File: config.mk
export PLATFORM = sky130hd
export DESIGN_NAME = smbm_client
export DESIGN_NICKNAME = d
export VERILOG_FILES = /design/src/rtl/smbm_client.sv
export SDC_FILE = /design/constraint.sdc
export NUM_CORES = 2
export LEC_CHECK = 0
export CAP_MARGIN = 20
export CORE_AREA = 2 2 429 431
export CTS_BUF_LIST = sky130_fd_sc_hd__clkbuf_8
export DETAILED_ROUTE_END_ITERATION = 10
export DIE_AREA = 0 0 431 433
export PLACE_DENSITY_LB_ADDON = 0.3
export SYNTH_ARGS = -nofsm -noshare
export SYNTH_HDL_FRONTEND = slang
export SYNTH_SLANG_ARGS = --single-unit
File: constraint.sdc
create_clock -name clk -period 5.6 [get_ports clk]
set_input_delay 0.84 -clock clk [delete_from_list [all_inputs] [get_ports clk]]
set_output_delay 0.84 -clock clk [all_outputs]
set_load 0.05 [all_outputs]
File: src/rtl/smbm_client.sv
// smbm_client -- command front-end for a sorted-metric buffer manager.
//
// Commands are buffered in a FIFO, issued one at a time to the manager,
// and each one yields exactly one response on the rsp_* handshake.
//   clk, rst            : clock; synchronous active-high reset
//   cmd_valid/cmd_ready : command handshake (cmd_ready = FIFO not full)
//   cmd_op              : 0=ADD 1=DELETE 2=READ-filtered 3=READ-all
//   cmd_id/cmd_metrics/cmd_mask/cmd_metric_sel : command payload
//   opcode_o, opcode_in_o, id_o, metric_val_o, in_o, metric_x_o : to manager
//   done_i, out_list_i  : from manager; entry k = {val[7:0], ptr[ID_W-1:0]}
//   rsp_valid/rsp_ready : response handshake
//   rsp_op/rsp_hit/rsp_val/rsp_ptr/rsp_err : response payload
// Optional build macro SMBM_CLIENT_TIMEOUT_EN: bound the wait for done_i to
// TIMEOUT_CYC cycles and report expiry through rsp_err. Without it the wait
// is unbounded and rsp_err is tied low.
module smbm_client #(
  parameter int ID_W        = 6,
  parameter int NUM_METRICS = 2,
  parameter int FIFO_DEPTH  = 4,
  parameter int TIMEOUT_CYC = 15,
  localparam int N_ENT = 2**ID_W,
  localparam int MET_W = 8*NUM_METRICS,
  localparam int SEL_W = (NUM_METRICS > 1) ? $clog2(NUM_METRICS) : 1,
  localparam int ENT_W = 8 + ID_W
) (
  input  logic               clk,
  input  logic               rst,
  input  logic               cmd_valid,
  output logic               cmd_ready,
  input  logic [1:0]         cmd_op,
  input  logic [ID_W-1:0]    cmd_id,
  input  logic [MET_W-1:0]   cmd_metrics,
  input  logic [N_ENT-1:0]   cmd_mask,
  input  logic [SEL_W-1:0]   cmd_metric_sel,
  output logic [2:0]         opcode_o,
  output logic [2:0]         opcode_in_o,
  output logic [ID_W-1:0]    id_o,
  output logic [MET_W-1:0]   metric_val_o,
  output logic [N_ENT-1:0]   in_o,
  output logic [SEL_W-1:0]   metric_x_o,
  input  logic               done_i,
  input  logic [N_ENT*ENT_W-1:0] out_list_i,
  output logic               rsp_valid,
  input  logic               rsp_ready,
  output logic [1:0]         rsp_op,
  output logic               rsp_hit,
  output logic [7:0]         rsp_val,
  output logic [ID_W-1:0]    rsp_ptr,
  output logic               rsp_err
);

  localparam int AW    = (FIFO_DEPTH > 1) ? $clog2(FIFO_DEPTH) : 1;
  localparam int CMD_W = 2 + ID_W + MET_W + N_ENT + SEL_W;

  if (FIFO_DEPTH < 1 || (FIFO_DEPTH & (FIFO_DEPTH - 1)) != 0) begin : g_bad_depth
    $error("smbm_client: FIFO_DEPTH must be a power of 2");
  end
  if (TIMEOUT_CYC < 1) begin : g_bad_timeout
    $error("smbm_client: TIMEOUT_CYC must be at least 1");
  end

  typedef enum logic [1:0] {OP_ADD, OP_DEL, OP_RDF, OP_RDA} op_t;
  typedef enum logic [2:0] {IDLE, ISSUE, WAIT, CAPTURE, RESP} state_t;

  // ---------------- command FIFO ----------------
  logic [CMD_W-1:0] mem [FIFO_DEPTH];
  logic [AW-1:0]    wr_ptr, rd_ptr;
  logic [AW:0]      count;
  logic             push, pop;
  state_t           state;

  function automatic logic [AW-1:0] ptr_inc(input logic [AW-1:0] p);
    return (p == AW'(FIFO_DEPTH - 1)) ? '0 : p + 1'b1;
  endfunction

  assign cmd_ready = (count != (AW+1)'(FIFO_DEPTH));
  assign push      = cmd_valid && cmd_ready;
  assign pop       = (state == IDLE) && (count != '0);

  always_ff @(posedge clk) begin
    if (rst) begin
      wr_ptr <= '0;
      rd_ptr <= '0;
      count  <= '0;
    end else begin
      if (push) wr_ptr <= ptr_inc(wr_ptr);
      if (pop)  rd_ptr <= ptr_inc(rd_ptr);
      case ({push, pop})
        2'b10:   count <= count + 1'b1;
        2'b01:   count <= count - 1'b1;
        default: ;
      endcase
    end
  end

  always_ff @(posedge clk) begin
    if (push) mem[wr_ptr] <= {cmd_op, cmd_id, cmd_metrics, cmd_mask, cmd_metric_sel};
  end

  logic [1:0]       h_op_raw;
  op_t              h_op;
  logic [ID_W-1:0]  h_id;
  logic [MET_W-1:0] h_met;
  logic [N_ENT-1:0] h_mask;
  logic [SEL_W-1:0] h_sel;

  assign {h_op_raw, h_id, h_met, h_mask, h_sel} = mem[rd_ptr];
  assign h_op = op_t'(h_op_raw);

  // ---------------- first valid list entry ----------------
  // Entries equal to all-ones are empty slots; the lowest non-empty wins.
  logic            cap_hit;
  logic [7:0]      cap_val;
  logic [ID_W-1:0] cap_ptr;

  always_comb begin
    cap_hit = 1'b0;
    cap_val = '0;
    cap_ptr = '0;
    for (int unsigned k = 0; k < N_ENT; k++) begin
      if (!cap_hit && out_list_i[k*ENT_W +: ENT_W] != '1) begin
        cap_hit            = 1'b1;
        {cap_val, cap_ptr} = out_list_i[k*ENT_W +: ENT_W];
      end
    end
  end

  // ---------------- optional wait timeout ----------------
  logic wait_expired;
`ifdef SMBM_CLIENT_TIMEOUT_EN
  localparam int CNT_W = $clog2(TIMEOUT_CYC + 1);
  logic [CNT_W-1:0] tmo_cnt;
  logic             rsp_err_q;
  assign wait_expired = (tmo_cnt == CNT_W'(TIMEOUT_CYC - 1));
  assign rsp_err      = rsp_err_q;
`else
  assign wait_expired = 1'b0;
  assign rsp_err      = 1'b0;
`endif

  // ---------------- control FSM ----------------
  op_t c_op;

  always_ff @(posedge clk) begin
    if (rst) begin
      state        <= IDLE;
      c_op         <= OP_ADD;
      opcode_o     <= 3'b111;
      opcode_in_o  <= '0;
      id_o         <= '0;
      metric_val_o <= '0;
      in_o         <= '0;
      metric_x_o   <= '0;
      rsp_valid    <= 1'b0;
      rsp_op       <= '0;
      rsp_hit      <= 1'b0;
      rsp_val      <= '0;
      rsp_ptr      <= '0;
`ifdef SMBM_CLIENT_TIMEOUT_EN
      tmo_cnt      <= '0;
      rsp_err_q    <= 1'b0;
`endif
    end else begin
      case (state)
        IDLE: begin
          if (pop) begin
            c_op         <= h_op;
            id_o         <= h_id;
            metric_val_o <= h_met;
            in_o         <= h_mask;
            metric_x_o   <= h_sel;
            case (h_op)
              OP_ADD:  opcode_o <= 3'b000;
              OP_DEL:  opcode_o <= 3'b001;
              default: opcode_o <= 3'b010;
            endcase
            case (h_op)
              OP_RDF:  opcode_in_o <= 3'b010;
              OP_RDA:  opcode_in_o <= 3'b101;
              default: opcode_in_o <= 3'b000;
            endcase
            state <= ISSUE;
          end
        end
        ISSUE: begin
          opcode_o <= 3'b111;
`ifdef SMBM_CLIENT_TIMEOUT_EN
          tmo_cnt  <= '0;
`endif
          state    <= WAIT;
        end
        WAIT: begin
          // done_i takes priority over a timeout expiring in the same cycle.
          if (done_i || wait_expired) begin
            opcode_in_o  <= '0;
            id_o         <= '0;
            metric_val_o <= '0;
            in_o         <= '0;
            metric_x_o   <= '0;
            if (done_i && (c_op == OP_RDF || c_op == OP_RDA)) begin
              state <= CAPTURE;
            end else begin
              rsp_valid <= 1'b1;
              rsp_op    <= c_op;
              rsp_hit   <= 1'b0;
              rsp_val   <= '0;
              rsp_ptr   <= '0;
`ifdef SMBM_CLIENT_TIMEOUT_EN
              rsp_err_q <= !done_i;
`endif
              state     <= RESP;
            end
          end
`ifdef SMBM_CLIENT_TIMEOUT_EN
          else begin
            tmo_cnt <= tmo_cnt + 1'b1;
          end
`endif
        end
        CAPTURE: begin
          rsp_valid <= 1'b1;
          rsp_op    <= c_op;
          rsp_hit   <= cap_hit;
          rsp_val   <= cap_val;
          rsp_ptr   <= cap_ptr;
`ifdef SMBM_CLIENT_TIMEOUT_EN
          rsp_err_q <= 1'b0;
`endif
          state     <= RESP;
        end
        RESP: begin
          if (rsp_ready) begin
            rsp_valid <= 1'b0;
            state     <= IDLE;
          end
        end
        default: state <= IDLE;
      endcase
    end
  end

endmodule

After elaboration in Yosys (flattened, before gate mapping)

Memories as Yosys holds them, arrays and structs flattened. A register that Yosys moved wholly into a read port is not among the register bits.
Index checks and enable logic that the tools add are counted.

$add $sub $neg: 4
$mul: 0
Div/mod/pow operators: 0
Order comparisons: 0
Eq/ne operators: 82
Shift-type cells: 0
Multiplexer cells: 239
Bitwise logic cells: 0
Reduce and logical (&&, ||, !) cells: 144

Operators by type and width:

| kind                   | count |
|---|---|
| $ne A14 B14 Y1 const B | 64 |
| $mux W8                | 66 |
| $mux W6                | 68 |
| $mux W64               | 2 |
| $pmux W64 S2           | 1 |
| $mux W1                | 73 |
| $logic_and A1 B1 Y1    | 66 |
| $logic_not A1 Y1       | 63 |
| $mux W16               | 2 |
| $pmux W16 S2           | 1 |
| $pmux W3 S2            | 4 |
| $pmux W6 S2            | 2 |
| $mux W3                | 7 |
| $pmux W8 S2            | 1 |
| $pmux W3 S5            | 1 |
| $eq A2 B2 Y1 const B   | 7 |
| $mux W2                | 6 |
| $reduce_and A3 Y1      | 3 |
| $ne A2 B2 Y1 const B   | 4 |
| $pmux W2 S2            | 2 |
| $reduce_bool A2 Y1     | 4 |
| $eq A3 B2 Y1 const B   | 2 |
| $reduce_bool A3 Y1     | 2 |
| $add A2 B1 Y2 const B  | 2 |
| 13 further kinds       | 16 |

Register bits: 123
Bits in latches: 0
RAM bits: 356
Bits in read-only memories: 0
Bits of input ports: 990
Output and inout bits: 113
Word-level logic and storage cells: 486
Memories: 1

Memory list:

| name | words | bits a word | read ports | clocked after Yosys merged registers in | write ports | line | text |
|---|---|---|---|---|---|---|---|
| mem  | 4     | 89          | 1          | 1                                       | 1           | 66   | `logic [CMD_W-1:0] mem [FIFO_DEPTH];` |

Depth between registers and ports, before layout

Depth after elaboration: 192
Depth in mapped cells: 19
Mapped depth without buffers: 15

Worst setup path before layout

Ideal clock, no wire load.

Kind: input-to-reg
Start point: in out_list_i[339]
End point: reg rsp_ptr[3]
Setup time: 140 ps
Data arrival time: 4320 ps
Data required time: 5460 ps
Setup slack: 1140 ps
Stages on the path: 16
Buffers on the path: 3
Cell sequence: nand4_1 or4_1 or4_1 buf_2 or4_1 buf_2 or4_4 clkbuf_1 a21oi_1 a41oi_1 o21ai_1 o21ai_1 a2111oi_0 o21ai_1 o2111ai_1 a221oi_1

Cells in the longest elaborated chain, start to end: 121
Elaborated cells between the ends (all ways): 160
Those cells by class: eq/ne (1); mux (80); reduce/logical (79)

RTL lines:

| what                 | line | text |
|---|---|---|
| from (decl)          | 42   | `input logic [N_ENT*ENT_W-1:0] out_list_i,` |
| $ne A14 B14 Y1       | 121  | `if (!cap_hit && out_list_i[k*ENT_W +: ENT_W] != '1) begin` |
| $logic_and A1 B1 Y1  | 121  |  |
| $mux W1              | 121  |  |
| $logic_not A1 Y1     | 121  |  |
| $logic_and A1 B1 Y1  | 121  |  |
| $mux W1              | 121  |  |
| $logic_not A1 Y1     | 121  |  |
| $logic_and A1 B1 Y1  | 121  |  |
| [105 not listed]     | -    |  |
| $mux W1              | 121  |  |
| $logic_not A1 Y1     | 121  |  |
| $logic_and A1 B1 Y1  | 121  |  |
| $mux W1              | 121  |  |
| $logic_not A1 Y1     | 121  |  |
| $logic_and A1 B1 Y1  | 121  |  |
| $mux W6 (*)          | 121  |  |
| $pmux W6 S2 (*)      | 164  | `case (state)` |
| to (signal assigned) | 225  | `rsp_ptr <= cap_ptr;` |
| to (decl)            | 48   | `output logic [ID_W-1:0] rsp_ptr,` |

Mark *: on every way between the ends. The rest lies on a longest branch, timed or not.
A chain may end at the register's enable or synchronous reset.

Final worst setup path

Start point: in out_list_i[100]
End point: reg rsp_val[4]

Cells in the longest elaborated chain, start to end: 172
Elaborated cells between the ends (all ways): 228
Those cells by class: eq/ne (1); mux (114); reduce/logical (113)

RTL lines:

| what                    | line | text |
|---|---|---|
| $ne A14 B14 Y1 (*)      | 121  |  |
| $logic_and A1 B1 Y1 (*) | 121  |  |
| $mux W1                 | 121  |  |
| $logic_not A1 Y1        | 121  |  |
| $logic_and A1 B1 Y1     | 121  |  |
| $mux W1                 | 121  |  |
| $logic_not A1 Y1        | 121  |  |
| $logic_and A1 B1 Y1     | 121  |  |
| [156 not listed]        | -    |  |
| $mux W1                 | 121  |  |
| $logic_not A1 Y1        | 121  |  |
| $logic_and A1 B1 Y1     | 121  |  |
| $mux W1                 | 121  |  |
| $logic_not A1 Y1        | 121  |  |
| $logic_and A1 B1 Y1     | 121  |  |
| $mux W8 (*)             | 121  |  |
| $pmux W8 S2 (*)         | 164  |  |
| to (signal assigned)    | 224  | `rsp_val <= cap_val;` |
| to (decl)               | 47   | `output logic [7:0] rsp_val,` |

Marks and branches as above.

==> impl_metrics.tcl <==
set metrics [dict create \
    outcome "complete, but fails checks" \
    failed_checks "setup timing" \
    wirelength_um 242000 \
    core_mm2 0.182 \
    final_common_cell "clkdlybuf4s50_1" \
    synth_cell_types 93 \
    ios 1103 \
    layout_common_cells "clkdlybuf4s50_1 (1100), buf_4 (817), edfxtp_1 (356)" \
    cp.arrival_ns 6.24 \
    port-buffer-count 1101 \
    fp.dieW_um 431 \
    numCtsBuffers 80 \
    p_leak_nw 17.8 \
    netSwitchingFraction 0.382 \
    insertion_delay_ns 0.76 \
    ys_warn_count 0 \
    maxSlewViolCount 0 \
    internal_power_w 0.00820 \
    die_y_um 433 \
    rows 157 \
    first_global_vias 36800 \
    grt_pass1_wl_um 321000 \
    cts.sinks 480 \
    syn_nets 3918 \
    path_max_fanout 5 \
    first_pass_iters 8 \
    cts_root_buffer "clkbuf_8" \
    synth_flop_cell "edfxtp_1" \
    finClkSkew_ns 0.0387 \
    setup_viol 1 \
    vias 36500 \
    end_kind "register" \
    dieArea_mm2 0.187 \
    async_flop_share 0 \
    dp_hpwl_um 207000 \
    postSynthCellCount 2921 \
    vdd_drop_max_mv 0.276 \
    fin_crit_sh 1.00 \
    wl_per_cell_um 33.2 \
    cp.required_ns 6.23 \
    dp.cells 7094 \
    rsz0062_at_grt "false" \
    drc 0 \
    drtIter0Drc 3741 \
    seq_power_share 0.357 \
    antenna_left 0 \
    worst_slack_ns -0.00992 \
    fin_cells 7301 \
    power.total_w 0.0133 \
    powerDensity_mw_per_mm2 263 \
    grt_usage 0.248 \
    clockBufferDepth 3 \
    drive_gt1_frac 0.232 \
    report.final.hold_viol_count 0 \
    synth.cell_area_mm2 0.0287 \
    nNetsFinal 5789 \
    gp_congestion 1.03 \
    start_kind "input port" \
    antenna_found_initial 78 \
    cts.reportedPaths.clkPinSlew_ns 0.06 \
    cts_tree "done" \
    syn_to_final_growth_pct 76.1 \
    layout_min_cycle_time_ns 5.61 \
    p_clk_frac 0.246 \
    synth_edf_count 356 \
    worstHoldPathType "register to register" \
    ys_seq_elements 480 \
    ctsHtreeMaxLevel 3 \
    switchingPower_w 0.00507 \
    hold-worst-slack_ns 0.459 \
    drv_cap 0 \
    cts_hold_buf 0 \
    slew-limit-headroom 0.300 \
    comb_power_share 0.397 \
    worstSetupPathType "input port to register" \
    worst_pin_slew_ns 1.04 \
    syn_avg_cell_area_um2 9.82 \
    grt_overflow 0 \
    synth-seq-area-share 0.459 \
    grt_max_degree 106 \
    fmax_ghz 0.178 \
    start_util 0.158 \
    viasPerCell 5.00 \
]
[kinds of logic (layout without fill, tap and decap cells)]
kind of cell | after synthesis | count (layout) | share of synthesized area
adders and majority gates | 7 | 7 | 0.00331
and+or+nand+nor | 1340 | 1340 | 0.243
buffers and inverters | 190 | 2127 | 0.0266
AOI/OAI and AO/OA | 806 | 806 | 0.195
other | 1 | 59 | 0.000131
xor gates and xnor gates | 2 | 2 | 0.000611
muxes | 95 | 95 | 0.0721
DFF | 480 | 480 | 0.459
[worst paths after layout]
kind                                      start     endpoint  slack, ns  depth (start not counted)
worst max register to register         state[0]   rsp_val[5]       2.32                         12
worst min register to register      opcode_o[2]  opcode_o[2]       0.46                          2
worst max-delay path            out_list_i[100]   rsp_val[4]      -0.01                         21
worst min-delay path                opcode_o[2]  opcode_o[2]       0.46                          2
[cell usage after synthesis (24+ instances only)]
cell        n  area share
nor3_1     87       0.015
nor4_1     93       0.020
dfxtp_1   124       0.087
inv_1      42      0.0055
nand2_1   354       0.046
clkbuf_1  110       0.014
mux4_2     89       0.070
or4_1      53       0.014
nand4_1   234       0.051
a221oi_1   66       0.020
edfxtp_1  356        0.37
nor2_1    257       0.034
and3_1     28      0.0061
nand3_1    97       0.017
o21ai_0   145       0.025
a22oi_1   135       0.035
a222oi_1   24      0.0084
a21oi_1   172       0.030
[critical path, cell delays in order]
cell and delay (ns):
clkdlybuf4s50_1 0.68, nand4_1 0.24, nor4_2 0.60, nor2_1 0.14, buf_4 0.17, and3_1 0.18, buf_4 0.16, a22oi_1 0.19
nand3_1 0.16, a211oi_1 0.70, o21ai_0 0.32, buf_4 0.22, nand2_1 0.09, buf_4 0.12, nand4_1 0.16, a21oi_1 0.29
a2111oi_0 0.11, buf_4 0.20, nand4b_1 0.29, a21oi_1 0.27, o21ai_0 0.10
[per-stage QoR]
step	instance area, um^2	setup TNS [ns]	setup slack [ns]	utilization
final	50500	-0.00992	-0.00992	0.277
after global placement	48600	-7.50	-0.901	0.267
after detailed placement	48600	-7.70	-0.918	0.267
after CTS	50300	0	0.0971	0.276
after global routing	50500	0	0.00802	0.277
after floorplan	28700	0	1.14	-
[repair_timing]
item | CTS | global route
setup buffers | 0 | 1
endpoints found under the setup margin | 2 | 5
gates resized for setup | 2 | 8
pin swaps | 0 | 1
gates cloned | 0 | 0
hold endpoints to repair | 0 | 0
[layer usage]
layer	wire length [um]	share of wire	track usage	vias to the layer above
li1	-	-	-	15800
met1	91800	0.38	0.284	18300
met2	116000	0.48	0.416	1903
met3	15300	0.063	0.0455	475
met4	19000	0.078	0.178	14
met5	78	0.00032	0	-
[power by group through the flow]
stage	combinational [W]	clock (W)	sequential, W
6_report	0.00527	0.00327	0.00473
5_1_grt	0.00554	0.00356	0.00481
4_1_cts	0.00531	0.00341	0.00475
3_5_place_dp	0.00529	0	0.00482
3_3_place_gp	0.00528	0	0.00480
2_1_floorplan	0.00174	0	0.00567
[layout make-up]
class | count | area (um^2)
Fill cell | 19500 | 132000
Timing Repair Buffer | 1936 | 17500
Multi-Input combinational cell | 2251 | 14900
Sequential cell | 480 | 13200
Tap cell | 2385 | 2980
Clock buffer | 87 | 1200
Clock inverter | 61 | 478
Inverter | 43 | 163
Antenna cell | 58 | 145
[flip-flops by register name, indices dropped and copies added, names as in the netlist, 3 cells and up, named ones only]
register,flops
rsp_ptr,6
state,3
in_o,64
count,3
opcode_o,3
metric_val_o,16
mem,356
id_o,6
rsp_val,8
No activity file was read; power rests on OpenSTA's default activity.
